## src/rtl/dispatch_unit_pkg.sv

```systemverilog
// Shared encodings, widths and the buffered-instruction payload for the dispatch stage.
package dispatch_unit_pkg;

  localparam int unsigned XLEN  = 32;
  localparam int unsigned IDX_W = 5;
  localparam int unsigned FU_W  = 2;

  localparam logic [FU_W-1:0] FU_ALU     = 2'b00;
  localparam logic [FU_W-1:0] FU_LSU     = 2'b01;
  localparam logic [FU_W-1:0] FU_MUL     = 2'b10;
  localparam logic [FU_W-1:0] FU_ILLEGAL = 2'b11;

  typedef struct packed {
    logic [XLEN-1:0]  pc;
    logic [XLEN-1:0]  inst;
    logic [IDX_W-1:0] prd_addr;
    logic [FU_W-1:0]  fu;
  } disp_entry_t;

  localparam int unsigned ENTRY_W = $bits(disp_entry_t);

  // Illegal fu codes are still dispatched (to the ALU queue) but are tallied.
  function automatic logic is_illegal(input logic [FU_W-1:0] fu);
    return fu == FU_ILLEGAL;
  endfunction

endpackage

```

## src/rtl/dispatch_unit_fifo.sv

```systemverilog
// In-order buffer of decoded instructions; flush and reset both empty it.
module disp_fifo #(
  parameter int unsigned WIDTH = 8,
  parameter int unsigned DEPTH = 2
) (
  input  logic             clk_i,
  input  logic             reset_i,
  input  logic             flush_i,
  input  logic             push_i,
  input  logic [WIDTH-1:0] wdata_i,
  input  logic             pop_i,
  output logic [WIDTH-1:0] rdata_o,
  output logic             empty_o,
  output logic             full_o
);

  localparam int unsigned PTR_W = (DEPTH > 1) ? $clog2(DEPTH) : 1;
  localparam int unsigned LVL_W = $clog2(DEPTH + 1);

  logic [WIDTH-1:0] mem_q [DEPTH];
  logic [PTR_W-1:0] wr_ptr_q;
  logic [PTR_W-1:0] rd_ptr_q;
  logic [LVL_W-1:0] count_q;
  logic             do_push;
  logic             do_pop;

  // Pointers wrap at DEPTH, which need not be a power of two.
  function automatic logic [PTR_W-1:0] ptr_inc(input logic [PTR_W-1:0] p);
    return (p == PTR_W'(DEPTH - 1)) ? '0 : p + PTR_W'(1);
  endfunction

  assign empty_o = (count_q == '0);
  assign full_o  = (count_q == LVL_W'(DEPTH));
  assign rdata_o = mem_q[rd_ptr_q];
  assign do_push = push_i && !full_o;
  assign do_pop  = pop_i && !empty_o;

  // Pointer and occupancy tracking; flush behaves like reset for the buffer.
  always_ff @(posedge clk_i) begin
    if (reset_i || flush_i) begin
      wr_ptr_q <= '0;
      rd_ptr_q <= '0;
      count_q  <= '0;
    end else begin
      if (do_push) wr_ptr_q <= ptr_inc(wr_ptr_q);
      if (do_pop)  rd_ptr_q <= ptr_inc(rd_ptr_q);
      if (do_push && !do_pop) begin
        count_q <= count_q + LVL_W'(1);
      end else if (!do_push && do_pop) begin
        count_q <= count_q - LVL_W'(1);
      end
    end
  end

  // Entry storage; stale contents are harmless because occupancy gates reads.
  always_ff @(posedge clk_i) begin
    if (do_push && !flush_i && !reset_i) mem_q[wr_ptr_q] <= wdata_i;
  end

endmodule

```

## src/rtl/dispatch_unit.sv

```systemverilog
// Dispatch stage: buffers decoded instructions and issues them in order to the ROB and one issue queue.
module dispatch_unit
  import dispatch_unit_pkg::*;
#(
  parameter int unsigned BUF_DEPTH = 2,
  parameter int unsigned CNT_W     = 32
) (
  input  logic              clk_i,
  input  logic              reset_i,
  input  logic              dec_valid_i,
  output logic              dec_ready_o,
  input  logic [XLEN-1:0]   dec_pc_i,
  input  logic [XLEN-1:0]   dec_inst_i,
  input  logic [IDX_W-1:0]  dec_prd_addr_i,
  input  logic [FU_W-1:0]   dec_fu_i,
  input  logic              flush_i,
  input  logic              rob_full_i,
  input  logic [IDX_W-1:0]  rob_idx_i,
  output logic              rob_alloc_o,
  output logic [XLEN-1:0]   rob_pc_o,
  output logic [XLEN-1:0]   rob_inst_o,
  output logic [IDX_W-1:0]  rob_prd_addr_o,
  input  logic              alu_full_i,
  input  logic              lsu_full_i,
  input  logic              mul_full_i,
  output logic              alu_push_o,
  output logic              lsu_push_o,
  output logic              mul_push_o,
  output logic [XLEN-1:0]   iq_pc_o,
  output logic [XLEN-1:0]   iq_inst_o,
  output logic [IDX_W-1:0]  iq_prd_addr_o,
  output logic [IDX_W-1:0]  iq_rob_idx_o,
  output logic [CNT_W-1:0]  dispatch_cnt_o,
  output logic [CNT_W-1:0]  stall_cnt_o,
  output logic [CNT_W-1:0]  illegal_cnt_o
);

  disp_entry_t wr_entry;
  disp_entry_t head;
  logic        fifo_empty;
  logic        fifo_full;
  logic        accept;
  logic        dispatch;
  logic        stall;
  logic        tgt_alu;
  logic        tgt_lsu;
  logic        tgt_mul;
  logic        tgt_full;

  assign wr_entry = '{pc: dec_pc_i, inst: dec_inst_i, prd_addr: dec_prd_addr_i, fu: dec_fu_i};

  disp_fifo #(
    .WIDTH (ENTRY_W),
    .DEPTH (BUF_DEPTH)
  ) u_fifo (
    .clk_i   (clk_i),
    .reset_i (reset_i),
    .flush_i (flush_i),
    .push_i  (accept),
    .wdata_i (wr_entry),
    .pop_i   (dispatch),
    .rdata_o (head),
    .empty_o (fifo_empty),
    .full_o  (fifo_full)
  );

  function automatic logic [CNT_W-1:0] sat_inc(input logic [CNT_W-1:0] v);
    return (&v) ? v : v + CNT_W'(1);
  endfunction

  // Head routing, dispatch decision and decoder handshake.
  always_comb begin
    tgt_alu     = 1'b0;
    tgt_lsu     = 1'b0;
    tgt_mul     = 1'b0;
    case (head.fu)
      FU_LSU:  tgt_lsu = 1'b1;
      FU_MUL:  tgt_mul = 1'b1;
      default: tgt_alu = 1'b1;
    endcase
    tgt_full    = (tgt_alu && alu_full_i) || (tgt_lsu && lsu_full_i) || (tgt_mul && mul_full_i);
    dispatch    = !reset_i && !flush_i && !fifo_empty && !rob_full_i && !tgt_full;
    stall       = !reset_i && !flush_i && !fifo_empty && !dispatch;
    dec_ready_o = !reset_i && !flush_i && !fifo_full;
    accept      = dec_valid_i && dec_ready_o;
    rob_alloc_o = dispatch;
    alu_push_o  = dispatch && tgt_alu;
    lsu_push_o  = dispatch && tgt_lsu;
    mul_push_o  = dispatch && tgt_mul;
  end

  // Payloads mirror the head entry whenever one is buffered, zero otherwise.
  always_comb begin
    rob_pc_o       = '0;
    rob_inst_o     = '0;
    rob_prd_addr_o = '0;
    iq_pc_o        = '0;
    iq_inst_o      = '0;
    iq_prd_addr_o  = '0;
    iq_rob_idx_o   = '0;
    if (!fifo_empty) begin
      rob_pc_o       = head.pc;
      rob_inst_o     = head.inst;
      rob_prd_addr_o = head.prd_addr;
      iq_pc_o        = head.pc;
      iq_inst_o      = head.inst;
      iq_prd_addr_o  = head.prd_addr;
      iq_rob_idx_o   = rob_idx_i;
    end
  end

  // Saturating statistics; flush leaves them untouched.
  always_ff @(posedge clk_i) begin
    if (reset_i) begin
      dispatch_cnt_o <= '0;
      stall_cnt_o    <= '0;
      illegal_cnt_o  <= '0;
    end else begin
      if (dispatch)                    dispatch_cnt_o <= sat_inc(dispatch_cnt_o);
      if (stall)                       stall_cnt_o    <= sat_inc(stall_cnt_o);
      if (dispatch && is_illegal(head.fu)) illegal_cnt_o <= sat_inc(illegal_cnt_o);
    end
  end

endmodule

```

## config.mk

```make
export PLATFORM = sky130hd
export DESIGN_NAME = dispatch_unit
export DESIGN_NICKNAME = d
export VERILOG_FILES = /design/src/rtl/dispatch_unit_pkg.sv /design/src/rtl/dispatch_unit_fifo.sv /design/src/rtl/dispatch_unit.sv
export SDC_FILE = /design/constraint.sdc
export NUM_CORES = 1
export LEC_CHECK = 0
export CAP_MARGIN = 20
export CORE_MARGIN = 10
export CORE_UTILIZATION = 30
export CTS_BUF_LIST = sky130_fd_sc_hd__clkbuf_4 sky130_fd_sc_hd__clkbuf_8
export DETAILED_ROUTE_END_ITERATION = 8
export PLACE_DENSITY_LB_ADDON = 0.08
export SLEW_MARGIN = 20
export SYNTH_ARGS = -nofsm -noshare
export SYNTH_HDL_FRONTEND = slang
export SYNTH_HIERARCHICAL = 1
export SYNTH_SLANG_ARGS = --single-unit
export TNS_END_PERCENT = 50
```

## constraint.sdc

```tcl
create_clock -name clk_i -period 17.2 [get_ports clk_i]
set_input_delay 3.44 -clock clk_i [delete_from_list [all_inputs] [get_ports clk_i]]
set_output_delay 3.44 -clock clk_i [all_outputs]
set_load 0.05 [all_outputs]
```

* Word level (Yosys, flattened, before mapping)
Memory sizes are Yosys's and may differ from the RTL's. A register that Yosys moved wholly into a read port is not among the register bits.
Index checks and enable logic that the tools add are counted.
** Cells by class
- Muxes and demuxes :: 15
- Add/sub/neg operators :: 7
- Equality and inequality tests :: 4
- Bitwise logic cells :: 3
- Reduce and logical (&&, ||, !) cells :: 41
** Operator list (number)
- adder 32 x 1 -> 32 bit (second input constant) :: 3
- AND reduction 32 bit :: 3
- two-way mux 32 bit :: 2
- logical AND 1 bit :: 20
- two-way mux 5 bit :: 2
- logical NOT 1 bit :: 9
- two-way mux 1 bit :: 9
- equality test 2 bit (second input constant) :: 3
- AND reduction 2 bit :: 3
- two-way mux 2 bit :: 2
- logical OR 1 bit :: 3
- NOT 1 bit :: 3
- adder 1 bit (second input constant) :: 2
- adder 2 x 1 -> 2 bit (second input constant) :: 1
- equality test 2 x 1 -> 1 bit (second input constant) :: 1
- logical NOT 2 bit :: 1
- nonzero test 2 bit :: 1
- OR reduction 2 bit :: 1
- subtractor 2 x 1 -> 2 bit (second input constant) :: 1
** Word-level totals
- Input port bits :: 84
- Output and inout bits :: 244
- Register bits :: 100
- Word-level logic and storage cells :: 77
- Memories kept :: 1
- Bits in writable memories :: 142
** Memory list
- u_fifo.mem_q :: words 2, bits a word 71, read ports 1, clocked after memory_dff 1, write ports 1, line dispatch_unit_fifo.sv:20 : logic [WIDTH-1:0] mem_q [DEPTH];

* Longest topological paths before layout
- Depth after elaboration :: 12
- Depth in mapped cells :: 13
- Mapped depth without buffers :: 11

* Modules after synthesis
The synthesis kept the hierarchy.
** Modules (own cells, without submodules)
- dispatch_unit :: cells each 745, area an instance 5873.1 µm², sequential area each 1921.8 µm², instances 1
- disp_fifo :: cells each 249, area an instance 5337.6 µm², sequential area each 4364.2 µm², instances 1

* Worst setup path after synthesis
No wires, ideal clock.
- Path kind :: input to register
- Start point :: in reset_i
- End point :: mem u_fifo/mem_q[0][0] (netlist bit) (enable)
- Slack :: 4.471 ns
- Data required time :: 16.525 ns
- Path buffers :: 2
- Stages :: 6
- Arrival time :: 12.054 ns
- Library setup time :: 0.675 ns
- Cells stage by stage :: clkbuf_1 > clkbuf_1 > nor3_1 > and2_1 > inv_1 > nor4_1
** On the way
- Cells in the longest elaborated chain, start to end :: 9
** RTL lines
- from (decl) :: line dispatch_unit.sv:9 : input logic reset_i,
- logical NOT 1 bit :: line dispatch_unit.sv:84 : dec_ready_o = !reset_i && !flush_i && !fifo_full;
- logical AND 1 bit (2 in series) :: line dispatch_unit.sv:84
- via dec_ready_o :: line dispatch_unit.sv:11 : output logic dec_ready_o,
- logical AND 1 bit :: line dispatch_unit.sv:85 : accept = dec_valid_i && dec_ready_o;
- via accept :: line dispatch_unit.sv:42 : logic accept;
- logical AND 1 bit :: line dispatch_unit_fifo.sv:35 : assign do_push = push_i && !full_o;
- logical AND 1 bit (2 in series) :: line dispatch_unit_fifo.sv:57 : if (do_push && !flush_i && !reset_i) mem_q[wr_ptr_q] <= wdata_i;
- two-way mux 1 bit :: line dispatch_unit_fifo.sv:57
- two-way mux 1 bit (not written as such) :: line dispatch_unit_fifo.sv:57
- to (decl) :: line dispatch_unit_fifo.sv:20
The timed path passes the listed nets, and every way through them passes these cells.

* Final worst setup path
- Start point :: in lsu_full_i
- End point :: out mul_push_o
** On the way
- Cells in the longest elaborated chain, start to end :: 6
** RTL lines
- from (decl) :: line dispatch_unit.sv:24 : input logic lsu_full_i,
- logical AND 1 bit :: line dispatch_unit.sv:81 : tgt_full = (tgt_alu && alu_full_i) || (tgt_lsu && lsu_full_i) || (tgt_mul && mul_full_i);
- logical OR 1 bit (2 in series) :: line dispatch_unit.sv:81
- logical NOT 1 bit :: line dispatch_unit.sv:82 : dispatch = !reset_i && !flush_i && !fifo_empty && !rob_full_i && !tgt_full;
- logical AND 1 bit :: line dispatch_unit.sv:82
- logical AND 1 bit :: line dispatch_unit.sv:89 : mul_push_o = dispatch && tgt_mul;
- to (decl) :: line dispatch_unit.sv:28 : output logic mul_push_o,
Every way passes these cells.

==> flow_summary.ini <==
[status]
status = finished clean

[place]
placed_area_um2 = 14480
port-buffer-count = 327
dpl_worst_slack_ns = 8.062
gp_congestion = 0.7850
hpwl_um = 23970

[setup_path]
cp_max_fo = 7
end_kind = output pin
cp-start-kind = input port
worstSetupPathType = in2out
arrival_ns = 5.68
worstPathRequired_ns = 13.76

[logic_synthesis]
synth_top_cell_area_share = 0.3804
synth_common_cells = 142 x edfxtp_1, 101 x dfxtp_1, 76 x nor2b_1
synth_cell_types = 48
synth_area_leaders = edfxtp_1 38%, dfxtp_1 18%, mux2_2 7.5%, buf_4 4.6%, nor2b_1 4.2%
synth_area_um2 = 11210
synth_edf_count = 142
synth_ff_type = edfxtp_1
synthArstFlopShare = 0
ys_warn_count = 6
avgSynthCellArea_um2 = 11.28
synth-seq-cells = 243
synthCells = 994
synth.most_common_cell = edfxtp_1
synth_nets = 1085
ys_seq_area_frac = 0.5607
yosysTopAreaCell = edfxtp_1

[power]
p_switching_w = 0.0002827
power.density_nw_per_um2 = 82.05
p_leak_nw = 4.822
p_seq_frac = 0.488
p_sw_frac = 0.2234
peakVddDrop_v = 0.00005232
power_frac_clock = 0.446
comb_power_share = 0.066
internal_power_w = 0.0009831

[finish]
final_layout_size_suffix_gt1_frac = 0.1414
area_growth_pct = 37.61
stdcell_area_um2 = 15430
final_core_util = 0.4204
antenna_cells = 0
finalNetCount = 1355

[timing]
max_slew_margin = 0.4114
fin_tns_setup_ns = 0
tightest_slew_ns = 0.8829
min_period_ns = 9.122
hold_viol = 0
max_freq_mhz = 109.6
setup_viol = 0
layout_setup_ws_ns = 8.078
rsz0062_at_grt = no
clock_skew_ns = 0.01865
period_share = 0.5303
drv_slew = 0

[clocking]
cts_tree = yes
cts_resized = 0
cts_buffers = 45
clkLatencyLatePin_ns = 0.56
cts_hold_buf = 0
clkSinkCount = 243
clkTransAtPathRegs_ns = 0.06
cts-root-buf = clkbuf_8
postCtsSetupRepairBufs = 0
h-tree-depth = 2
cts_buffer_depth = 3

[floorplan]
die-area_um2 = 45500
die_w_um = 213.3
coreArea_um2 = 36700
ios = 328
initial_core_util = 0.3055
fp.dieH_um = 213.3
row_count = 70

[drt]
drtAntennaViolNets = 0
wirelength_um = 34050
drt-pass1-iter-count = 4
drt_iter0_markers = 387
vias_per_cell = 4.906
wl_per_cell_um = 19.33
drc = 0
num_vias = 8644

[global_route]
antenna_found_initial = 3
grt_pass1_wl_um = 51330
first_global_vias = 8574
grt_usage = 0.1439
gr-total-overflow = 0
grt_max_degree = 75

[flow_run]
maxCapViolations = 0

[min_path]
hold_class = reg2reg
## final timing paths
kind | start | end | slack, ns | cells past startpoint
min | illegal_cnt_o[19] | illegal_cnt_o[19] | 0.49 | 2
max | lsu_full_i | mul_push_o | 8.08 | 6
max reg2reg | flip-flop | illegal_cnt_o[28] | 13.77 | 7
min reg2reg | illegal_cnt_o[19] | illegal_cnt_o[19] | 0.49 | 2
## sequential cells by signal (all words and copies together) (netlist names), named ones only
| register | count |
|---|---|
| dispatch_cnt_o | 32 |
| illegal_cnt_o | 32 |
| stall_cnt_o | 32 |
| u_fifo/count_q | 2 |
| u_fifo/mem_q | 142 |
| u_fifo/rd_ptr_q | 1 |
| u_fifo/wr_ptr_q | 1 |
## worst max-delay path, cell delays in order
cell,delay (ns)
clkdlybuf4s50_1,0.40
a22oi_1,0.36
nand3_1,0.22
inv_1,0.27
and2_1,0.17
clkdlybuf4s50_1,0.81
## per-stage QoR
step,hold slack (ns),total power [W],cells
floorplan,0.4712,0.0006777,994
global placement,0.4787,0.0007141,1684
detailed placement,0.4890,0.0007148,1684
CTS,0.5025,0.001295,1761
global route,0.5307,0.001321,1762
finish,0.4949,0.001266,1762
## final cells by class
| cell class | count | area, µm² |
|---|---|---|
| Inverter | 20 | 75.07 |
| Multi-Input combinational cell | 617 | 4193 |
| Fill cell | 3573 | 21270 |
| Clock buffer | 73 | 873.3 |
| Tap cell | 468 | 585.6 |
| Timing Repair Buffer | 337 | 3366 |
| Clock inverter | 4 | 45.04 |
| Sequential cell | 243 | 6290 |
## cells in the final DEF (no fill, tap or decap), types with 3 or more instances in the layout
cell type / count
edfxtp_1: 142
clkdlybuf4s50_1: 326
o311ai_0: 3
nand4_1: 24
and4_1: 15
a21oi_1: 74
clkbuf_8: 52
o31ai_1: 30
nand3_1: 33
or2_2: 5
nor2b_1: 76
o21ai_0: 46
and2_1: 7
inv_1: 20
nand2_1: 43
nor4_1: 7
mux2i_1: 3
ha_1: 7
xor2_1: 11
nor3_1: 4
or3_1: 48
o211ai_1: 6
buf_4: 10
or4_1: 32
dfxtp_1: 100
and3_1: 9
clkbuf_4: 21
mux2_2: 75
nor2_1: 31
## logic make-up after synthesis
kind of cell	share of synthesized area
compound gates	0.09174
xor+xnor	0.009375
fa+ha+maj	0.007812
buf+inv	0.06942
flops	0.5607
mux	0.07801
simple gates	0.1829
## power by group through the flow
stage | clock [W] | sequential, W | combinational (W)
after global placement | 0 | 0.000630 | 0.0000840
after detailed placement | 0 | 0.000630 | 0.0000846
final | 0.000564 | 0.000618 | 0.0000835
after global routing | 0.000614 | 0.000618 | 0.0000883
after CTS | 0.000592 | 0.000618 | 0.0000849
after floorplan | 0 | 0.000631 | 0.0000467
## per-layer routing
metal	routed length, µm	vias up	track usage
met2	15450	243	0.2278
met4	640	6	0.04155
li1	-	4195	-
met3	3347	59	0.06070
met1	14570	4141	0.1753
met5	45	-	0
No activity file was read; power rests on OpenSTA's default activity.
